**src/rtl/muldiv_pkg.sv**
```systemverilog
// muldiv_pkg: shared state encoding, op-select encodings and sizing helpers
package muldiv_pkg;
  typedef enum logic [1:0] {ST_IDLE, ST_CALC, ST_FIXUP, ST_DONE} state_t;
  localparam logic OP_MUL = 1'b0;
  localparam logic OP_DIV = 1'b1;
  function automatic int cnt_width(input int width);
    return $clog2(width);
  endfunction
endpackage

```
**src/rtl/muldiv_step.sv**
```systemverilog
// muldiv_step: one shift-add (multiply) or restoring shift-subtract (divide) iteration on magnitudes
module muldiv_step #(
  parameter int WIDTH = 32
) (
  input  logic [2*WIDTH-1:0] i_part,
  input  logic [WIDTH-1:0]   i_mag,
  input  logic               i_is_div,
  output logic [2*WIDTH-1:0] o_part,
  output logic               o_qbit
);
  logic [WIDTH:0] w_sum, w_diff;
  assign w_sum  = {1'b0, i_part[2*WIDTH-1:WIDTH]} + {1'b0, i_mag & {WIDTH{i_part[0]}}};
  // remainder stays below the divisor, so the shifted value minus divisor fits WIDTH+1 signed bits
  assign w_diff = i_part[2*WIDTH-1:WIDTH-1] - {1'b0, i_mag};
  assign o_qbit = i_is_div & ~w_diff[WIDTH];
  assign o_part = !i_is_div ? {w_sum, i_part[WIDTH-1:1]} :
                  o_qbit    ? {w_diff[WIDTH-1:0], i_part[WIDTH-2:0], 1'b0} :
                              {i_part[2*WIDTH-2:0], 1'b0};
endmodule

```
**src/rtl/muldiv_iter.sv**
```systemverilog
// muldiv_iter: iterative signed/unsigned multiply/divide with HI/LO result and flush cancel
module muldiv_iter
  import muldiv_pkg::*;
#(
  parameter int WIDTH    = 32,
  parameter bit FAST_MUL = 1'b0
) (
  input  logic             clk,
  input  logic             rst,
  input  logic             start,
  input  logic             is_div,
  input  logic             is_signed,
  input  logic [WIDTH-1:0] a,
  input  logic [WIDTH-1:0] b,
  input  logic             cancel,
  output logic             busy,
  output logic             ready,
  output logic [WIDTH-1:0] result_hi,
  output logic [WIDTH-1:0] result_lo,
  output logic             div_by_zero
);
  localparam int CW = cnt_width(WIDTH);
  state_t             r_state;
  logic [CW-1:0]      r_cnt;
  logic [2*WIDTH-1:0] r_acc;
  logic [WIDTH-1:0]   r_mag, r_hi, r_lo;
  logic               r_div, r_neg, r_neg_rem, r_busy, r_ready, r_dbz;
  logic [WIDTH-1:0]   w_a_mag, w_b_mag;
  logic [2*WIDTH-1:0] w_mul, w_fast, w_fix, w_step;
  logic               w_neg, w_dz, w_fast_path, w_accept, w_qbit;

  assign w_a_mag     = (is_signed && a[WIDTH-1]) ? -a : a;
  assign w_b_mag     = (is_signed && b[WIDTH-1]) ? -b : b;
  assign w_neg       = is_signed & (a[WIDTH-1] ^ b[WIDTH-1]);
  assign w_dz        = (is_div == OP_DIV) && (b == '0);
  assign w_fast_path = w_dz || (FAST_MUL && is_div == OP_MUL);
  assign w_mul       = {{WIDTH{1'b0}}, w_a_mag} * {{WIDTH{1'b0}}, w_b_mag};
  assign w_fast      = w_dz ? {a, {WIDTH{1'b1}}} : (w_neg ? -w_mul : w_mul);
  assign w_accept    = start && (r_state == ST_IDLE || r_state == ST_DONE);
  // remainder follows the dividend sign, quotient and product follow the sign difference
  assign w_fix = r_div ? {(r_neg_rem ? -r_acc[2*WIDTH-1:WIDTH] : r_acc[2*WIDTH-1:WIDTH]),
                          (r_neg ? -r_acc[WIDTH-1:0] : r_acc[WIDTH-1:0])}
                       : (r_neg ? -r_acc : r_acc);

  muldiv_step #(.WIDTH(WIDTH)) u_step (
    .i_part  (r_acc),
    .i_mag   (r_mag),
    .i_is_div(r_div),
    .o_part  (w_step),
    .o_qbit  (w_qbit)
  );

  always_ff @(posedge clk or negedge rst) begin
    if (!rst) begin
      r_state   <= ST_IDLE;
      r_cnt     <= '0;
      r_acc     <= '0;
      r_mag     <= '0;
      r_hi      <= '0;
      r_lo      <= '0;
      r_div     <= 1'b0;
      r_neg     <= 1'b0;
      r_neg_rem <= 1'b0;
      r_busy    <= 1'b0;
      r_ready   <= 1'b0;
      r_dbz     <= 1'b0;
    end else if (cancel) begin
      r_state <= ST_IDLE;
      r_busy  <= 1'b0;
      r_ready <= 1'b0;
    end else if (w_accept) begin
      r_div     <= is_div;
      r_neg     <= w_neg;
      r_neg_rem <= is_signed & a[WIDTH-1];
      r_dbz     <= w_dz;
      r_cnt     <= '0;
      r_acc     <= {{WIDTH{1'b0}}, is_div ? w_a_mag : w_b_mag};
      r_mag     <= is_div ? w_b_mag : w_a_mag;
      r_state   <= w_fast_path ? ST_DONE : ST_CALC;
      r_busy    <= !w_fast_path;
      r_ready   <= w_fast_path;
      if (w_fast_path) {r_hi, r_lo} <= w_fast;
    end else if (r_state == ST_CALC) begin
      r_acc <= {w_step[2*WIDTH-1:1], w_step[0] | w_qbit};
      r_cnt <= r_cnt + 1'b1;
      if (r_cnt == CW'(WIDTH-1)) r_state <= ST_FIXUP;
    end else if (r_state == ST_FIXUP) begin
      {r_hi, r_lo} <= w_fix;
      r_state      <= ST_DONE;
      r_busy       <= 1'b0;
      r_ready      <= 1'b1;
    end else begin
      r_state <= ST_IDLE;
      r_ready <= 1'b0;
    end
  end

  assign busy        = r_busy;
  assign ready       = r_ready;
  assign result_hi   = r_hi;
  assign result_lo   = r_lo;
  assign div_by_zero = r_dbz;
endmodule

```
**config.mk**
```make
export PLATFORM = sky130hd
export DESIGN_NAME = muldiv_iter
export DESIGN_NICKNAME = d
export VERILOG_FILES = /design/src/rtl/muldiv_pkg.sv /design/src/rtl/muldiv_step.sv /design/src/rtl/muldiv_iter.sv
export SDC_FILE = /design/constraint.sdc
export NUM_CORES = 1
export LEC_CHECK = 0
export ABC_CLOCK_PERIOD_IN_PS = 5700
export CAP_MARGIN = 20
export CORE_ASPECT_RATIO = 0.7
export CORE_MARGIN = 2
export CORE_UTILIZATION = 55
export CTS_CLUSTER_SIZE = 14
export DETAILED_ROUTE_END_ITERATION = 10
export HOLD_SLACK_MARGIN = 0.15
export PLACE_DENSITY = 0.8
export SLEW_MARGIN = 20
export SYNTH_ARGS = -nofsm -noshare
export SYNTH_HDL_FRONTEND = slang
export SYNTH_SLANG_ARGS = --single-unit
```
**constraint.sdc**
```tcl
create_clock -name clk -period 5.7 [get_ports clk]
set_input_delay 1.14 -clock clk [delete_from_list [all_inputs] [get_ports clk]]
set_output_delay 1.14 -clock clk [all_outputs]
set_load 0.01 [all_outputs]
```
==> run summary <==
=================================================================================================
Run status                                                                           complete, no violations
Cells traversed along the worst timing path                                          inv_1 > ha_1 > fa_1 > nor2b_1 > o31ai_1 > a211o_1 > a211oi_1 > o221ai_1 > nor2_4 > buf_4 > mux2i_1 > a21oi_1 > o21ai_0
Final setup TNS                                                                              0 ps
Crit Path Class                                                                      register to register
Crit start category                                                                      register
Placed Cells incl. Taps                                                                      2370
First-pass GRT wire length                                                                79.1 mm
Leading cell type in the layout, fill and taps excluded                                    nor2_1
NumNets Final                                                                                2170
Max Freq                                                                                0.226 GHz
CP Capture Type                                                                          register
Detailed-routed wire length on met2                                                       21.2 mm
Clk sink count                                                                                173
Worst ir drop on vdd                                                                     0.341 mV
Final weighted congestion of routability-driven global placement                            0.997
Multi-input gate area                                                                 0.0100 mm^2
Final clock skew                                                                          10.6 ps
Total of fill cells in the finished design                                                   2331
Die boundary height                                                                        143 um
Number of resized instances in the post-cts repair step                                         0
Number of iterations in the first detailed-routing pass                                         6
Vias in the first global route                                                              14000
I/O Buffers                                                                                   136
Share of final-layout standard cells stronger than drive strength 1                        0.0525
Final Max Slew Viols                                                                            0
Cell-internal power                                                                     0.00537 W
Initial antenna violation count                                                                 1
Placement row count                                                                            50
Avg Synthesized Cell Area                                                               7.73 um^2
Footprint of the flip-flops and latches                                              0.00433 mm^2
Dominant register cell in the synthesized netlist                                         dfrtp_1
Floorplan die area                                                                    0.0290 mm^2
Vias                                                                                        15400
Largest incremental delay on the critical path                                             570 ps
Met1 routed wirelength after detailed routing                                             22.8 mm
Detail Route Antenna Nets                                                                       0
H-Tree Level Count                                                                              4
Count of final setup violators                                                                  0
Final instance count without filler cells                                                    2403
Initial core utilization                                                                    0.564
Syn_nets                                                                                     2112
Worst-path cell with the longest stage delay                                             a211oi_1
Clock latency at the later pin of the worst-skew pair                                      460 ps
Final core utilization                                                                      0.640
Tcrit/Tclk final                                                                            0.777
Place WS                                                                                   921 ps
Aggregate global-route resource usage                                                       0.351
Part of the total power dissipated in the clock network                                     0.114
Post-synth design cell area                                                           0.0152 mm^2
Power Dens Cells                                                                      646 mW/mm^2
Fraction of power consumed by sequential logic                                              0.233
First DRT Iteration DRCs                                                                     2098
Io pins                                                                                       137
CTS tree                                                                                     done
Fin crit period                                                                           4430 ps
Residual DRC count                                                                              0
Post-cts hold buffer count                                                                      0
Cts bufs inserted                                                                              17
Clock tree buffer depth                                                                         2
Number of register bits inferred by synthesis                                                 173
Setup fix buffers added after clock tree synthesis                                              0
Leakage power summed over all cells                                                       7.39 nW
Final Hold Vio Count                                                                            0
Setup repair after global routing missed its margin                                            no
Data required time of the worst path                                                      6060 ps
Count of mapped cells out of synthesis                                                       1967
Slew at the pin with the worst max-slew slack                                              985 ps
Worst rel slew slack                                                                        0.344
Share of synthesized area occupied by flip-flops and latches                                0.285
Max-cap check violation count                                                                   0
CP Max Fanout                                                                                  35
Detail-routed net length per standard cell                                                21.2 um
Detailed Place HPWL                                                                       38.7 mm
Path depth of the worst reg2reg path                                                           13
Floorplan core area                                                                   0.0270 mm^2
Detail-routed via count per cell                                                             6.40
Routed WL                                                                                 51.0 mm
Cell at the root of the clock tree                                                      clkbuf_16
Net switching component of the power                                                    0.00579 W
Number of distinct library cell variants in the gate-level netlist after synthesis             83
Uppermost layer routed                                                                       met4
Worst path arrival time                                                                   4790 ps
Ys Warns                                                                                        0
Hold Crit Depth                                                                                 2
Chip width                                                                                 203 um
Worst-path clk slew                                                                         70 ps
Synth-to-layout area growth                                                                 13.6%
Largest net degree at the start of global routing                                             100
Total length of routed met3 wires                                                         5.81 mm
Fraction of registers with async set or reset after synthesis                                1.00
Part of the total power dissipated in combinational logic                                   0.653
Class of the most critical hold timing path                                          register to register
Net switching share of the total power                                                      0.519
Setup ws final                                                                            1270 ps
Number of enable flip-flop cells after synthesis                                                0
Commonest cells after routing, fill and taps aside                                   239 x nor2_1, 214 x nand2_1, 200 x a21oi_1
Overflow after GRT                                                                              0
=================================================================================================
-- state kept, by name (all words and copies together) (netlist names) --
name / cells
busy: 1
div_by_zero: 1
r_acc: 64
r_cnt: 5
r_div: 1
r_mag: 32
r_neg: 1
r_neg_rem: 1
r_state: 2
ready: 1
result_hi: 32
result_lo: 32
-- power groups by stage --
stage          combinational, W  clock (W)  sequential (W)
3_3_place_gp            0.00690          0         0.00255
2_1_floorplan           0.00513          0         0.00230
3_5_place_dp            0.00704          0         0.00257
5_1_grt                 0.00792    0.00131         0.00265
6_report                0.00729    0.00127         0.00261
4_1_cts                 0.00709    0.00127         0.00256
-- stage by stage --
step | hold slack [ps] | power [W] | area, um^2
after global routing | 485 | 0.0119 | 17300
after global placement | 462 | 0.00945 | 16600
after CTS | 477 | 0.0109 | 17300
after floorplan | 450 | 0.00743 | 15200
final | 475 | 0.0112 | 17300
after detailed placement | 462 | 0.00962 | 16600
-- worst max-delay path: cells and delay by family (launching register included) --
family                     cells  cell delay (ps)
AOI/OAI and AO/OA              6             1760
adders and majority gates      2              660
buffers and inverters          2              610
DFF                            1              500
and+or+nand+nor                2              430
muxes                          1              310
-- cell usage after synthesis, types with 5 or more instances --
cell type  instances  area (um^2)
and3_1            13         81.3
a211oi_1          17          128
a21oi_1          200         1000
xor2_1            76          666
buf_1             13         48.8
nor2_1           240          901
nor2b_1           14         87.6
clkbuf_1          79          297
nand3_1           47          235
buf_6              7         78.8
o211ai_1          15          113
o211ai_2           9          113
nand2b_1           8         50.1
o21ai_2            5         43.8
a41oi_1            6         52.6
or3_1             12         75.1
o21ai_0          159          796
o31ai_1           22          165
a31oi_1           45          282
a22o_1            17          149
dfrtp_1          173         4330
nand2_1          215          807
ha_1              73          913
o21ai_1           17         85.1
inv_1             81          304
nor4_1            16          100
xnor2_1           94          823
nand4_1           12         75.1
buf_2              6         30.0
and2_1            12         75.1
buf_4              6         45.0
o21a_1            11         82.6
nor3_1            49          245
o21bai_1           9         67.6
a21o_1            23          173
o221ai_1           7         61.3
o41ai_1            7         61.3
buf_8              5         75.1
mux2i_1           67          671
-- layer usage --
layer,global-route usage,vias up
met5,0,-
met4,0.104,0
met3,0.0762,96
met2,0.501,906
met1,0.526,7301
li1,-,7083
-- cell type report --
class / instances / area share
tap: 364 / 0.0264
clock inverter: 13 / 0.00949
antenna: 1 / 0.000145
inverter: 81 / 0.0176
clock buffer: 19 / 0.0262
multi-input combinational: 1595 / 0.579
sequential: 173 / 0.251
timing repair buffer: 157 / 0.0898
-- cell families (layout without fill, tap and decap cells) --
group,Yosys count,count (layout),share of synthesized area
adders and majority gates,75,75,0.0627
and+or+nand+nor,671,671,0.202
AOI/OAI and AO/OA,609,609,0.247
buffers and inverters,199,270,0.0590
xor gates and xnor gates,170,170,0.0980
muxes,70,70,0.0464
DFF,173,173,0.285
other,0,1,0
-- worst paths after layout --
kind | endpoint | from | slack, ps
hold reg to reg | result_lo[4] | result_lo[4] | 470
min in group asynchronous | r_cnt[0] | rst | 790
setup reg to reg | r_acc[32] | r_acc[31] | 1270
setup / recovery | r_acc[32] | r_acc[31] | 1270
max in group asynchronous | r_div | rst | 3750
hold / removal | result_lo[4] | result_lo[4] | 470
No activity file was read; power rests on OpenSTA's default activity.
